**src/rtl/word_store_sequencer_pkg.sv**
```systemverilog
// Shared state encoding and byte-half identifiers for the word store sequencer.
package word_store_sequencer_pkg;

  typedef enum logic [1:0] {
    ST_IDLE   = 2'd0,
    ST_FIRST  = 2'd1,
    ST_SECOND = 2'd2,
    ST_FINISH = 2'd3
  } state_t;

  // Same meaning as the instruction register's LH select.
  localparam logic LH_LOW  = 1'b0;
  localparam logic LH_HIGH = 1'b1;

endpackage

```
**src/rtl/word_store_sequencer_byte_lane_mux.sv**
```systemverilog
// Picks the byte of a 16-bit word and its little-endian address for a given half.
module word_store_sequencer_byte_lane_mux
  import word_store_sequencer_pkg::*;
#(
  parameter int ADDR_WIDTH = 16
) (
  input  logic [15:0]           word,
  input  logic [ADDR_WIDTH-1:0] base,
  input  logic                  lh,
  output logic [7:0]            lane_byte,
  output logic [ADDR_WIDTH-1:0] lane_addr
);

  // High byte lives at base+1; the add wraps at the top of the address space.
  assign lane_byte = (lh == LH_HIGH) ? word[15:8] : word[7:0];
  assign lane_addr = (lh == LH_HIGH) ? base + ADDR_WIDTH'(1) : base;

endmodule

```
**src/rtl/word_store_sequencer.sv**
```systemverilog
// Stores a 16-bit word as two byte writes on an 8-bit memory port, Start/Done handshake.
module word_store_sequencer
  import word_store_sequencer_pkg::*;
#(
  parameter int ADDR_WIDTH = 16,
  parameter bit LOW_FIRST  = 1'b1
) (
  input  logic                  clk,
  input  logic                  rst_n,
  input  logic                  start,
  input  logic [15:0]           data,
  input  logic [ADDR_WIDTH-1:0] address,
  input  logic                  mem_ready,
  output logic [ADDR_WIDTH-1:0] mem_addr,
  output logic [7:0]            mem_data,
  output logic                  mem_wr,
  output logic                  lh,
  output logic                  busy,
  output logic                  done
);

  localparam logic FIRST_LH = LOW_FIRST ? LH_LOW : LH_HIGH;

  state_t                state, nxt_state;
  logic [15:0]           word_q, nxt_word;
  logic [ADDR_WIDTH-1:0] addr_q, nxt_addr;
  logic                  nxt_lh, nxt_wr;
  logic [7:0]            lane_byte;
  logic [ADDR_WIDTH-1:0] lane_addr;

  always_comb begin
    nxt_state = state;
    nxt_word  = word_q;
    nxt_addr  = addr_q;
    case (state)
      ST_IDLE: if (start) begin
        nxt_state = ST_FIRST;
        nxt_word  = data;
        nxt_addr  = address;
      end
      ST_FIRST:  if (mem_ready) nxt_state = ST_SECOND;
      ST_SECOND: if (mem_ready) nxt_state = ST_FINISH;
      default:   nxt_state = ST_IDLE;
    endcase
    nxt_wr = (nxt_state == ST_FIRST) || (nxt_state == ST_SECOND);
    nxt_lh = (nxt_state == ST_FIRST) ? FIRST_LH : ~FIRST_LH;
  end

  // Decoding from the next-state values lets every output come straight off a flop,
  // so the first byte is already on the bus in the cycle after Start is accepted.
  word_store_sequencer_byte_lane_mux #(.ADDR_WIDTH(ADDR_WIDTH)) u_lane (
    .word      (nxt_word),
    .base      (nxt_addr),
    .lh        (nxt_lh),
    .lane_byte (lane_byte),
    .lane_addr (lane_addr)
  );

  always_ff @(posedge clk or negedge rst_n) begin
    if (!rst_n) begin
      state    <= ST_IDLE;
      word_q   <= '0;
      addr_q   <= '0;
      mem_addr <= '0;
      mem_data <= '0;
      mem_wr   <= 1'b0;
      lh       <= 1'b0;
      busy     <= 1'b0;
      done     <= 1'b0;
    end else begin
      state    <= nxt_state;
      word_q   <= nxt_word;
      addr_q   <= nxt_addr;
      mem_wr   <= nxt_wr;
      lh       <= nxt_wr ? nxt_lh : 1'b0;
      mem_data <= nxt_wr ? lane_byte : 8'h00;
      mem_addr <= nxt_wr ? lane_addr : '0;
      busy     <= (nxt_state != ST_IDLE);
      done     <= (nxt_state == ST_FINISH);
    end
  end

endmodule

```
**config.mk**
```make
export PLATFORM = sky130hd
export DESIGN_NAME = word_store_sequencer
export DESIGN_NICKNAME = d
export VERILOG_FILES = /design/src/rtl/word_store_sequencer_pkg.sv /design/src/rtl/word_store_sequencer_byte_lane_mux.sv /design/src/rtl/word_store_sequencer.sv
export SDC_FILE = /design/constraint.sdc
export NUM_CORES = 1
export LEC_CHECK = 0
export ABC_AREA = 1
export ABC_CLOCK_PERIOD_IN_PS = 2100
export CAP_MARGIN = 10
export CORE_UTILIZATION = 50
export CTS_CLUSTER_SIZE = 14
export DETAILED_ROUTE_END_ITERATION = 6
export PLACE_DENSITY = 0.79
export SYNTH_ARGS = -nofsm -noshare
export SYNTH_HDL_FRONTEND = slang
export SYNTH_HIERARCHICAL = 1
export SYNTH_SLANG_ARGS = --single-unit
```
**constraint.sdc**
```tcl
create_clock -name clk -period 2.1 [get_ports clk]
set_input_delay 0.42 -clock clk [delete_from_list [all_inputs] [get_ports clk]]
set_output_delay 0.42 -clock clk [all_outputs]
set_load 0.02 [all_outputs]
```
==> key figures, run 1 <==
Critical path
  • Critical Path Sink Type: register
  • R2r setup slk: 0.14 ns
  • Largest stage delay, worst path: 0.43 ns
  • Chain of cells forming the critical path: nor2_4 > buf_12 > nand3_1 > nand2_1 > ha_2 > inv_1 > nor3_4 > nand2_1 > xnor2_1 > nand2_1 > inv_1
  • CP Data Arrival Time: 2.20 ns
  • Startpoint class of the critical path: register
  • Critical-path top delay cell: sky130_fd_sc_hd__dfrtp_1
  • Startpoint-to-endpoint class of the critical path: reg -> reg
  • Required time of the worst setup path: 2.34 ns
  • Most prevalent standard cell on the critical path: sky130_fd_sc_hd__nand2_1
  • Maximum fanout along the worst path: 9

Global route
  • GRT Max-Usage Layer: met2
  • Initial antenna violation count: 0
  • Via count of the first global-routing pass: 2462
  • Wire length of the first global-routing pass: 10900 µm
  • Global-route met1 utilization: 0.297
  • Met2 capacity usage during global routing: 0.396
  • Total track usage: 0.237
  • Maximum number of pins on one net before global-route repair: 26
  • Met3 Resource Use GR: 0.0459
  • Total global routing overflow: 0

STA
  • Worst slew pin tran: 0.473 ns
  • Hold Vio Cnt, Final: 0
  • Post-Route Hold Slack: 0.0256 ns
  • Final Max Slew Viols: 0
  • Least setup slack across all paths after layout: 0.136 ns
  • Final period utilization: 0.935
  • Worst slew margin relative to its limit: 0.684
  • Final setup violation count: 0
  • Highest achievable clock rate: 509 MHz
  • Setup Skew: 0.00654 ns
  • Min cycle time layout: 1.96 ns

Logic synthesis
  • Most common cell in the synthesized netlist: sky130_fd_sc_hd__nand2_1
  • Async set-or-reset flop fraction in the synthesized netlist: 1.00
  • Top post-synthesis cells by area: sky130_fd_sc_hd__dfrtp_1 (54%), sky130_fd_sc_hd__nand2_1 (18%), sky130_fd_sc_hd__nand3_1 (7.1%), sky130_fd_sc_hd__inv_1 (5.6%), sky130_fd_sc_hd__xor2_1 (2.7%)
  • Share of the synthesized area in the top cell type: 0.538
  • Commonest cells post-synth: sky130_fd_sc_hd__nand2_1 (138), sky130_fd_sc_hd__dfrtp_1 (62), sky130_fd_sc_hd__inv_1 (43)
  • Net count after synthesis: 384
  • Total standard cell area after synthesis: 2880 µm²
  • Syn avg cell area: 8.40 µm²
  • Post-synthesis register bit count: 62
  • Cell type with the largest total area after synthesis: sky130_fd_sc_hd__dfrtp_1
  • Synthesized netlist cell count: 343
  • Count of different cell masters after synthesis: 20
  • Top flip-flop cell by instance count after synthesis: sky130_fd_sc_hd__dfrtp_1
  • Warning count from the yosys run: 6
  • Post-synth EDFFs: 0
  • Sequential fraction of the synthesis area: 0.538

Floorplan
  • Top Ports: 64
  • Die extent in x: 77.9 µm
  • FP Rows: 27
  • Die extent in y: 77.9 µm
  • Placeable core area: 5540 µm²
  • Floorplan die area: 6070 µm²
  • Starting Density: 0.520

Run status
  • Run status: completed

Clocking
  • Maximum buffer depth of the clock tree: 2
  • Clock tree from TritonCTS: built
  • Register clock-pin slew on the reported worst setup and hold paths: 0.07 ns
  • Number of H-tree levels: 3
  • Number of clock buffers inserted by TritonCTS: 9
  • Hold-fix buffers, CTS: 0
  • Clk Latency, worst-skew pair: 0.34 ns
  • Buffer cell driving the clock tree root: sky130_fd_sc_hd__clkbuf_8
  • CTS sink count: 62

Place
  • Final weighted congestion in routability-driven placement: 0.945
  • HPWL after detailed placement: 4720 µm
  • Count of buffers inserted at the top-level ports: 63
  • Worst slack after detailed placement: -0.323 ns

Power and ir drop
  • Static leakage: 0.00228 µW
  • P per Cell Area: 1560 nW/µm²
  • Peak ir drop on the vdd network: 1200 µV

Cells and area
  • Antenna diode instance count: 0
  • Fraction of layout instances using a drive strength above 1: 0.181
  • Area added between synthesis and finish: 44.0%
  • Final layout net count: 495

Drt
  • Starting DRC count in detailed routing: 153
  • First-pass detailed-route iteration total: 4
  • Routed wire length per instance: 12.5 µm
  • DRC violation count after routing: 0
  • Count of vias placed by the detailed router: 2575
  • Total routed wirelength: 6640 µm
  • Routed vias/inst: 4.86
  • Post-detailed-route count of antenna-violating nets: 0

Worst hold path
  • Worst hold path class: in -> async

Job
  • Reported max-cap violation count: 0
==> final timing paths <==
kind,cells past startpoint,startpoint,to
max,11,state[0],mem_addr[10]
max in group asynchronous,2,rst_n,mem_addr[1]
min,1,rst_n,mem_data[6]
min reg2reg,2,word_q[9],word_q[9]
max reg2reg,11,state[0],mem_addr[10]
min in group clk,2,word_q[9],word_q[9]
==> state kept, by name (all words and copies together), names as in the netlist <==
register and count:
addr_q 16, mem_addr 16, word_q 16, mem_data 8
state 2, busy 1, done 1, lh 1
mem_wr 1
==> placed cells by master (no fill, tap or decap), types with 2 or more instances in the layout <==
cell                              instances
sky130_fd_sc_hd__ha_1                     4
sky130_fd_sc_hd__nand4_1                  4
sky130_fd_sc_hd__nor2_4                   3
sky130_fd_sc_hd__buf_4                   46
sky130_fd_sc_hd__xnor2_1                  3
sky130_fd_sc_hd__nand2_2                  4
sky130_fd_sc_hd__nor2_2                   2
sky130_fd_sc_hd__nor2_1                   9
sky130_fd_sc_hd__dfrtp_1                 62
sky130_fd_sc_hd__inv_1                   42
sky130_fd_sc_hd__xor2_1                   9
sky130_fd_sc_hd__clkdlybuf4s50_1         62
sky130_fd_sc_hd__nand2_1                137
sky130_fd_sc_hd__nand3_1                 41
sky130_fd_sc_hd__nor3_4                   2
sky130_fd_sc_hd__inv_2                    2
sky130_fd_sc_hd__buf_12                   3
sky130_fd_sc_hd__clkbuf_8                 9
sky130_fd_sc_hd__buf_6                    2
sky130_fd_sc_hd__bufinv_16                2
sky130_fd_sc_hd__clkinv_2                 3
==> layer usage <==
metal | part of all wire | wire [µm]
met5 | 0 | 0
met4 | 0.018 | 122
met3 | 0.048 | 318
met2 | 0.50 | 3310
met1 | 0.44 | 2890
==> stage by stage <==
step	std cells	instance area [µm²]	power, µW	TNS (ns)	util
after floorplan	343	2880	3830	0	-
after global placement	512	3870	5160	-3.84	0.698
after detailed placement	512	3870	5240	-4.08	0.698
after CTS	527	4070	6360	0	0.735
after global routing	530	4150	6950	-0.0227	0.749
final	530	4150	6470	0	0.749
==> cell families (layout without fill, tap and decap cells) <==
logic type    Yosys count  count (layout)  share of synthesized area
buf+inv                58             173                     0.0929
flops                  62              62                      0.538
fa+ha+maj               5               5                     0.0217
xor+xnor               12              12                     0.0365
simple gates          206             206                      0.311
==> what timing repair did <==
item | in CTS | in global routing
resized for setup | 0 | 12
setup endpoints to repair | 0 | 13
setup buffers | 0 | 3
==> area by class of cell <==
type	count	area, µm²
timing repair buffer	114	1050
clock inverter	5	75.1
fill	408	1390
multi-input combinational	223	1090
sequential	62	1550
inverter	44	165
clock buffer	10	128
tap	72	90.1
==> worst max-delay path: cells and delay by family, from the launching register on <==
| family | cells | cell delay [ns] |
|---|---|---|
| xor gates and xnor gates | 1 | 0.13 |
| DFF | 1 | 0.43 |
| buffers and inverters | 3 | 0.27 |
| adders and majority gates | 1 | 0.22 |
| and+or+nand+nor | 6 | 0.81 |
==> report_power, final <==
part | internal [µW] | switching [µW] | total (µW)
combinational | 1550 | 1980 | 3530
clock | 655 | 437 | 1090
sequential | 1700 | 150 | 1850
total | 3910 | 2560 | 6470
(Power assumes the default switching activity.)
==> inputs of run 2 (changes only) <==
--- a/config.mk
+++ b/config.mk
@@ -8,6 +8,7 @@
 export ABC_AREA = 1
 export ABC_CLOCK_PERIOD_IN_PS = 2100
 export CAP_MARGIN = 10
+export CORE_MARGIN = 4
 export CORE_UTILIZATION = 50
 export CTS_CLUSTER_SIZE = 14
 export DETAILED_ROUTE_END_ITERATION = 6
==> run 2 against run 1 <==
Utilization down 1.5 points; flip-flop and latch count unchanged; global-route usage fell by 2.4 points; cell area down 2.0%; critical path depth up 1; critical path type is now in -> reg; combinational power is 5% lower; highest routed layer unchanged; maximum frequency grew 1.4%.
==> key figures, run 2 (same netlist as run 1, synthesis figures left out) <==
Drt
  • Routed wire length per instance: 12.9 µm
  • Total routed wirelength: 6750 µm
  • Post-detailed-route count of antenna-violating nets: 0
  • DRC violation count after routing: 0
  • First-pass detailed-route iteration total: 4
  • Count of vias placed by the detailed router: 2502
  • Routed vias/inst: 4.79
  • Starting DRC count in detailed routing: 75

Cells and area
  • Final layout net count: 486
  • Storage element area: 1550 µm²
  • Commonest cells after routing, fill and taps aside: sky130_fd_sc_hd__nand2_1 (138), sky130_fd_sc_hd__dfrtp_1 (62), sky130_fd_sc_hd__clkdlybuf4s50_1 (61)
  • Antenna diode instance count: 0
  • Area added between synthesis and finish: 41.1%
  • Total of fill cells in the finished design: 413
  • Largest registers ranked by flip-flop count: addr_q: 16 flops, mem_addr: 16 flops, word_q: 16 flops
  • Fraction of layout instances using a drive strength above 1: 0.162
  • Most common cell after layout, fill and taps aside: sky130_fd_sc_hd__nand2_1
  • Area occupied by multi-input gates: 1080 µm²
  • Non-Filler Instances: 522

Critical path
  • CP bufs+invs: 4
  • Chain of cells forming the critical path: clkdlybuf4s50_1 > inv_1 > nand3_1 > nand3_1 > ha_1 > inv_2 > nand3_2 > nor2_4 > nand3_1 > xor2_1 > nand2_1 > inv_1
  • Worst setup path start: mem_ready
  • R2r setup slk: 0.18 ns
  • Largest stage delay, worst path: 0.51 ns
  • Crit path depth: 12
  • Worst setup path endpoint: mem_addr[13]
  • Maximum fanout along the worst path: 6
  • Critical Path Sink Type: register
  • Startpoint-to-endpoint class of the critical path: in -> reg
  • Top delay family on crit path: buffers and inverters
  • Required time of the worst setup path: 2.34 ns
  • Critical-path top delay cell: sky130_fd_sc_hd__clkdlybuf4s50_1
  • R2r startpoint: state[0]
  • Startpoint class of the critical path: primary input
  • Critical register-to-register path endpoint: mem_addr[8]
  • Worst reg-to-reg path cell count: 11
  • Most prevalent standard cell on the critical path: sky130_fd_sc_hd__nand3_1
  • CP Data Arrival Time: 2.18 ns

Clocking
  • Maximum buffer depth of the clock tree: 2
  • Number of H-tree levels: 3
  • Clk Latency, worst-skew pair: 0.34 ns
  • Hold-fix buffers, CTS: 0
  • Register clock-pin slew on the reported worst setup and hold paths: 0.07 ns
  • Buffer cell driving the clock tree root: sky130_fd_sc_hd__clkbuf_8
  • Number of clock buffers inserted by TritonCTS: 9
  • Clock tree from TritonCTS: built
  • CTS sink count: 62

Power and ir drop
  • Switch share: 0.397
  • Seq pwr share: 0.292
  • Part of the power in the clock network: 0.179
  • Static leakage: 0.00223 µW
  • Int Power: 3830 µW
  • Peak ir drop on the vdd network: 1150 µV
  • P per Cell Area: 1560 nW/µm²
  • Gate power share: 0.528
  • Reported net switching power: 2520 µW

Job
  • Reported max-cap violation count: 0

Global route
  • Total track usage: 0.213
  • Initial antenna violation count: 0
  • Maximum number of pins on one net before global-route repair: 63
  • Wire length of the first global-routing pass: 11700 µm
  • Total global routing overflow: 0
  • Via count of the first global-routing pass: 2586

STA
  • Highest achievable clock rate: 516 MHz
  • Final period utilization: 0.923
  • Post-Route Hold Slack: 0.0826 ns
  • Worst slew margin relative to its limit: 0.786
  • Final setup violation count: 0
  • Min cycle time layout: 1.94 ns
  • Hold Vio Cnt, Final: 0
  • Setup Skew: 0.00850 ns
  • Worst slew pin tran: 0.320 ns
  • Final Max Slew Viols: 0

Floorplan
  • Starting Density: 0.520
  • Top Ports: 64
  • FP Rows: 27
  • Floorplan die area: 7040 µm²
  • Placeable core area: 5540 µm²
  • Die extent in x: 83.9 µm
  • Die extent in y: 83.9 µm

Place
  • Placed Cells: 504
  • Count of buffers inserted at the top-level ports: 63
  • Final weighted congestion in routability-driven placement: 0.949
  • HPWL after detailed placement: 5010 µm

Run status
  • Run status: completed

Worst hold path
  • Worst hold path class: in -> async
-- run 2: timing repair --
| action | in CTS | in global routing |
|---|---|---|
| endpoints found under the setup margin | 0 | 12 |
| buffers inserted | 0 | 2 |
| gates resized for setup | 0 | 5 |
-- run 2: layout make-up --
class,instances,area share
Sequential cell,62,0.382
Multi-Input combinational cell,223,0.265
Timing Repair Buffer,105,0.238
Inverter,44,0.0406
Clock buffer,12,0.0357
Tap cell,72,0.0222
Clock inverter,4,0.0172
-- run 2: worst min-delay path by stage --
stage / from / end / cells past startpoint
6_report: rst_n / mem_data[4] / 2
5_1_grt: rst_n / mem_data[4] / 2
3_5_place_dp: rst_n / word_q[3] / 2
2_1_floorplan: rst_n / addr_q[0] / 0
3_3_place_gp: rst_n / word_q[3] / 2
4_1_cts: rst_n / word_q[3] / 2
-- run 2: worst register-to-register path, stage by stage (launching register included) --
cell and delay [ns]:
sky130_fd_sc_hd__dfrtp_1 0.43, sky130_fd_sc_hd__nor2_4 0.22, sky130_fd_sc_hd__buf_12 0.15, sky130_fd_sc_hd__nand3_1 0.06
sky130_fd_sc_hd__nand2_1 0.13, sky130_fd_sc_hd__ha_1 0.22, sky130_fd_sc_hd__buf_4 0.14, sky130_fd_sc_hd__nand2_2 0.05
sky130_fd_sc_hd__nor2_2 0.12, sky130_fd_sc_hd__xor2_1 0.21, sky130_fd_sc_hd__nand2_1 0.08, sky130_fd_sc_hd__inv_1 0.05
-- run 2: metal layers --
| metal | part of all wire | track usage |
|---|---|---|
| met1 | 0.42 | 0.244 |
| met5 | 0 | 0 |
| met3 | 0.052 | 0.0523 |
| met4 | 0.035 | 0.127 |
| met2 | 0.49 | 0.356 |
-- run 2: metrics by stage --
step	util	worst slack [ns]	TNS [ns]	cell area [µm²]	total power (µW)
finish	0.734	0.162	0	4070	6360
global route	0.734	-0.0150	-0.0150	4070	6900
CTS	0.726	0.0533	0	4020	6330
detailed placement	0.687	-0.308	-3.35	3810	5160
global placement	0.687	-0.208	-2.00	3810	5050
floorplan	-	0.192	0	2880	3830
-- run 2: power groups by stage --
stage | sequential (µW) | combinational (µW) | clock (µW)
after CTS | 1860 | 3300 | 1170
after floorplan | 2070 | 1760 | 0
after detailed placement | 1880 | 3290 | 0
after global routing | 1910 | 3760 | 1220
final | 1860 | 3360 | 1140
after global placement | 1860 | 3190 | 0
==> inputs of run 3 (changes only) <==
--- a/config.mk
+++ b/config.mk
@@ -9,10 +9,10 @@
 export ABC_CLOCK_PERIOD_IN_PS = 2100
 export CAP_MARGIN = 10
 export CORE_MARGIN = 4
-export CORE_UTILIZATION = 50
+export CORE_UTILIZATION = 45
 export CTS_CLUSTER_SIZE = 14
 export DETAILED_ROUTE_END_ITERATION = 6
-export PLACE_DENSITY = 0.79
+export PLACE_DENSITY = 0.72
 export SYNTH_ARGS = -nofsm -noshare
 export SYNTH_HDL_FRONTEND = slang
 export SYNTH_HIERARCHICAL = 1
==> run 3 against run 2 <==
Critical path depth decreased by 1; flip-flop and latch count unchanged; setup slack got worse by 0.0068 ns; cell area increased by 1.3%; sequential power about the same; power decreased by 1.9%; global-route usage decreased by 1.7 points; combinational power increased by 4%; via count increased by 0.96%; largest cell class unchanged.
==> key figures, run 3 (same netlist as run 1, synthesis figures left out) <==
Critical path
  • Critical-path top delay cell: sky130_fd_sc_hd__dfrtp_2
  • Largest stage delay, worst path: 0.44 ns
  • Top delay family on crit path: simple AND/OR/NAND/NOR gates
  • R2r startpoint: state[0]
  • Startpoint-to-endpoint class of the critical path: reg -> reg
  • Worst reg-to-reg path cell count: 11
  • Most prevalent standard cell on the critical path: sky130_fd_sc_hd__nand2_1
  • Worst setup path start: state[0]
  • Startpoint class of the critical path: register
  • Critical register-to-register path endpoint: mem_addr[11]
  • Maximum fanout along the worst path: 7
  • Worst setup path endpoint: mem_addr[11]
  • CP Data Arrival Time: 2.18 ns
  • Required time of the worst setup path: 2.33 ns
  • Crit path depth: 11
  • Critical Path Sink Type: register
  • Chain of cells forming the critical path: nor2_4 > buf_4 > buf_4 > nand3_1 > nand2_1 > nand2_1 > nor3_2 > nand2_1 > xor2_1 > nand2_1 > inv_1
  • R2r setup slk: 0.16 ns
  • CP bufs+invs: 3

Cells and area
  • Most common cell after layout, fill and taps aside: sky130_fd_sc_hd__nand2_1
  • Final layout net count: 492
  • Commonest cells after routing, fill and taps aside: sky130_fd_sc_hd__nand2_1 (138), sky130_fd_sc_hd__clkdlybuf4s50_1 (62), sky130_fd_sc_hd__dfrtp_1 (61)
  • Non-Filler Instances: 531
  • Area occupied by multi-input gates: 1080 µm²
  • Total of fill cells in the finished design: 488
  • Antenna diode instance count: 0
  • Area added between synthesis and finish: 42.8%
  • Largest registers ranked by flip-flop count: addr_q: 16 flops, mem_addr: 16 flops, word_q: 16 flops
  • Final standard cell utilization of the core: 0.679
  • Fraction of layout instances using a drive strength above 1: 0.182
  • Storage element area: 1550 µm²

Drt
  • Count of vias placed by the detailed router: 2526
  • Routed wire length per instance: 12.9 µm
  • Total routed wirelength: 6850 µm
  • Routed vias/inst: 4.76
  • First-pass detailed-route iteration total: 4
  • Post-detailed-route count of antenna-violating nets: 0
  • Starting DRC count in detailed routing: 86
  • DRC violation count after routing: 0

Clocking
  • Maximum buffer depth of the clock tree: 2
  • Buffer cell driving the clock tree root: sky130_fd_sc_hd__clkbuf_8
  • Number of H-tree levels: 3
  • Number of clock buffers inserted by TritonCTS: 9
  • Clk Latency, worst-skew pair: 0.34 ns
  • Register clock-pin slew on the reported worst setup and hold paths: 0.07 ns
  • Clock tree from TritonCTS: built
  • Hold-fix buffers, CTS: 0
  • CTS sink count: 62

Floorplan
  • Die extent in y: 88.0 µm
  • Top Ports: 64
  • Die extent in x: 88.0 µm
  • FP Rows: 28
  • Placeable core area: 6060 µm²
  • Floorplan die area: 7750 µm²
  • Starting Density: 0.476

STA
  • Final Max Slew Viols: 0
  • Worst slew margin relative to its limit: 0.634
  • Worst slew pin tran: 0.549 ns
  • Highest achievable clock rate: 514 MHz
  • Setup Skew: 0.00580 ns
  • Hold Vio Cnt, Final: 0
  • Setup TNS: 0 ns
  • Final period utilization: 0.926
  • Final setup violation count: 0
  • Min cycle time layout: 1.94 ns

Place
  • Final weighted congestion in routability-driven placement: 0.880
  • Count of buffers inserted at the top-level ports: 63
  • Placed Cells: 510
  • HPWL after detailed placement: 5130 µm

Global route
  • Via count of the first global-routing pass: 2593
  • Total track usage: 0.196
  • Wire length of the first global-routing pass: 11600 µm
  • Maximum number of pins on one net before global-route repair: 30
  • Initial antenna violation count: 0
  • Total global routing overflow: 0

Worst hold path
  • Worst hold path class: in -> async

Run status
  • Run status: completed

Power and ir drop
  • Peak ir drop on the vdd network: 1070 µV
  • Tot Pwr: 6240 µW
  • P per Cell Area: 1510 nW/µm²
  • Static leakage: 0.00224 µW

Job
  • Reported max-cap violation count: 0
[run 3: changes by cell type in the layout (fill, tap and decap cells not counted), sizes merged]
| cell | previous run | this run |
|---|---|---|
| clkinvlp | 0 | 1 |
| buf | 43 | 48 |
| clkdlybuf4s50 | 61 | 62 |
| clkinv | 2 | 3 |
| bufinv | 2 | 0 |
| clkbuf | 12 | 13 |
| dlymetal6s2s | 1 | 0 |
[run 3: routing by layer]
layer  vias to the layer above  wire length (µm)  track usage
li1                       1257                 -            -
met1                      1181              2970        0.244
met2                        72              3340        0.327
met3                        16               358       0.0357
met4                         0               179       0.0962
met5                         -                 0            0
[run 3: final cells by class]
type	count	area share
flip-flops and latches	62	0.377
multi-input cells	223	0.263
repair buffers	111	0.257
inverters	44	0.0401
clock buffers	12	0.0352
well taps	75	0.0228
clock inverters	4	0.00547
[run 3: repair_timing]
action                     4_1_cts  5_1_grt
hold endpoints to repair         0        0
buffers inserted                 0        4
setup endpoints to repair        0       11
resized for setup                0        8
[run 3: power by group]
| part | switching [µW] | internal (µW) | total [µW] |
|---|---|---|---|
| clock | 446 | 454 | 900 |
| combinational | 1960 | 1510 | 3480 |
| sequential | 153 | 1700 | 1860 |
| total | 2560 | 3670 | 6240 |
[run 3: per-stage QoR]
stage	cell area, µm²	setup WS (ns)	hold slack, ns
2_1_floorplan	2880	0.192	0.124
3_5_place_dp	3870	-0.259	0.442
3_3_place_gp	3870	-0.174	0.434
6_report	4120	0.155	0.0672
4_1_cts	4040	0.0889	0.0721
5_1_grt	4120	-0.0185	0.0973
[run 3: how the worst min path moves through the flow]
stage / from / end / depth (start not counted)
2_1_floorplan: rst_n / addr_q[0] / 0
3_3_place_gp: rst_n / word_q[3] / 1
3_5_place_dp: rst_n / word_q[3] / 1
4_1_cts: rst_n / done / 1
5_1_grt: rst_n / state[1] / 1
6_report: rst_n / word_q[3] / 1
[run 3: worst reg2reg max path: stages, from the launching register on]
cell	delay, ns
sky130_fd_sc_hd__dfrtp_2	0.44
sky130_fd_sc_hd__nor2_4	0.24
sky130_fd_sc_hd__buf_4	0.16
sky130_fd_sc_hd__buf_4	0.13
sky130_fd_sc_hd__nand3_1	0.09
sky130_fd_sc_hd__nand2_1	0.16
sky130_fd_sc_hd__nand2_1	0.12
sky130_fd_sc_hd__nor3_2	0.17
sky130_fd_sc_hd__nand2_1	0.10
sky130_fd_sc_hd__xor2_1	0.15
sky130_fd_sc_hd__nand2_1	0.06
sky130_fd_sc_hd__inv_1	0.04
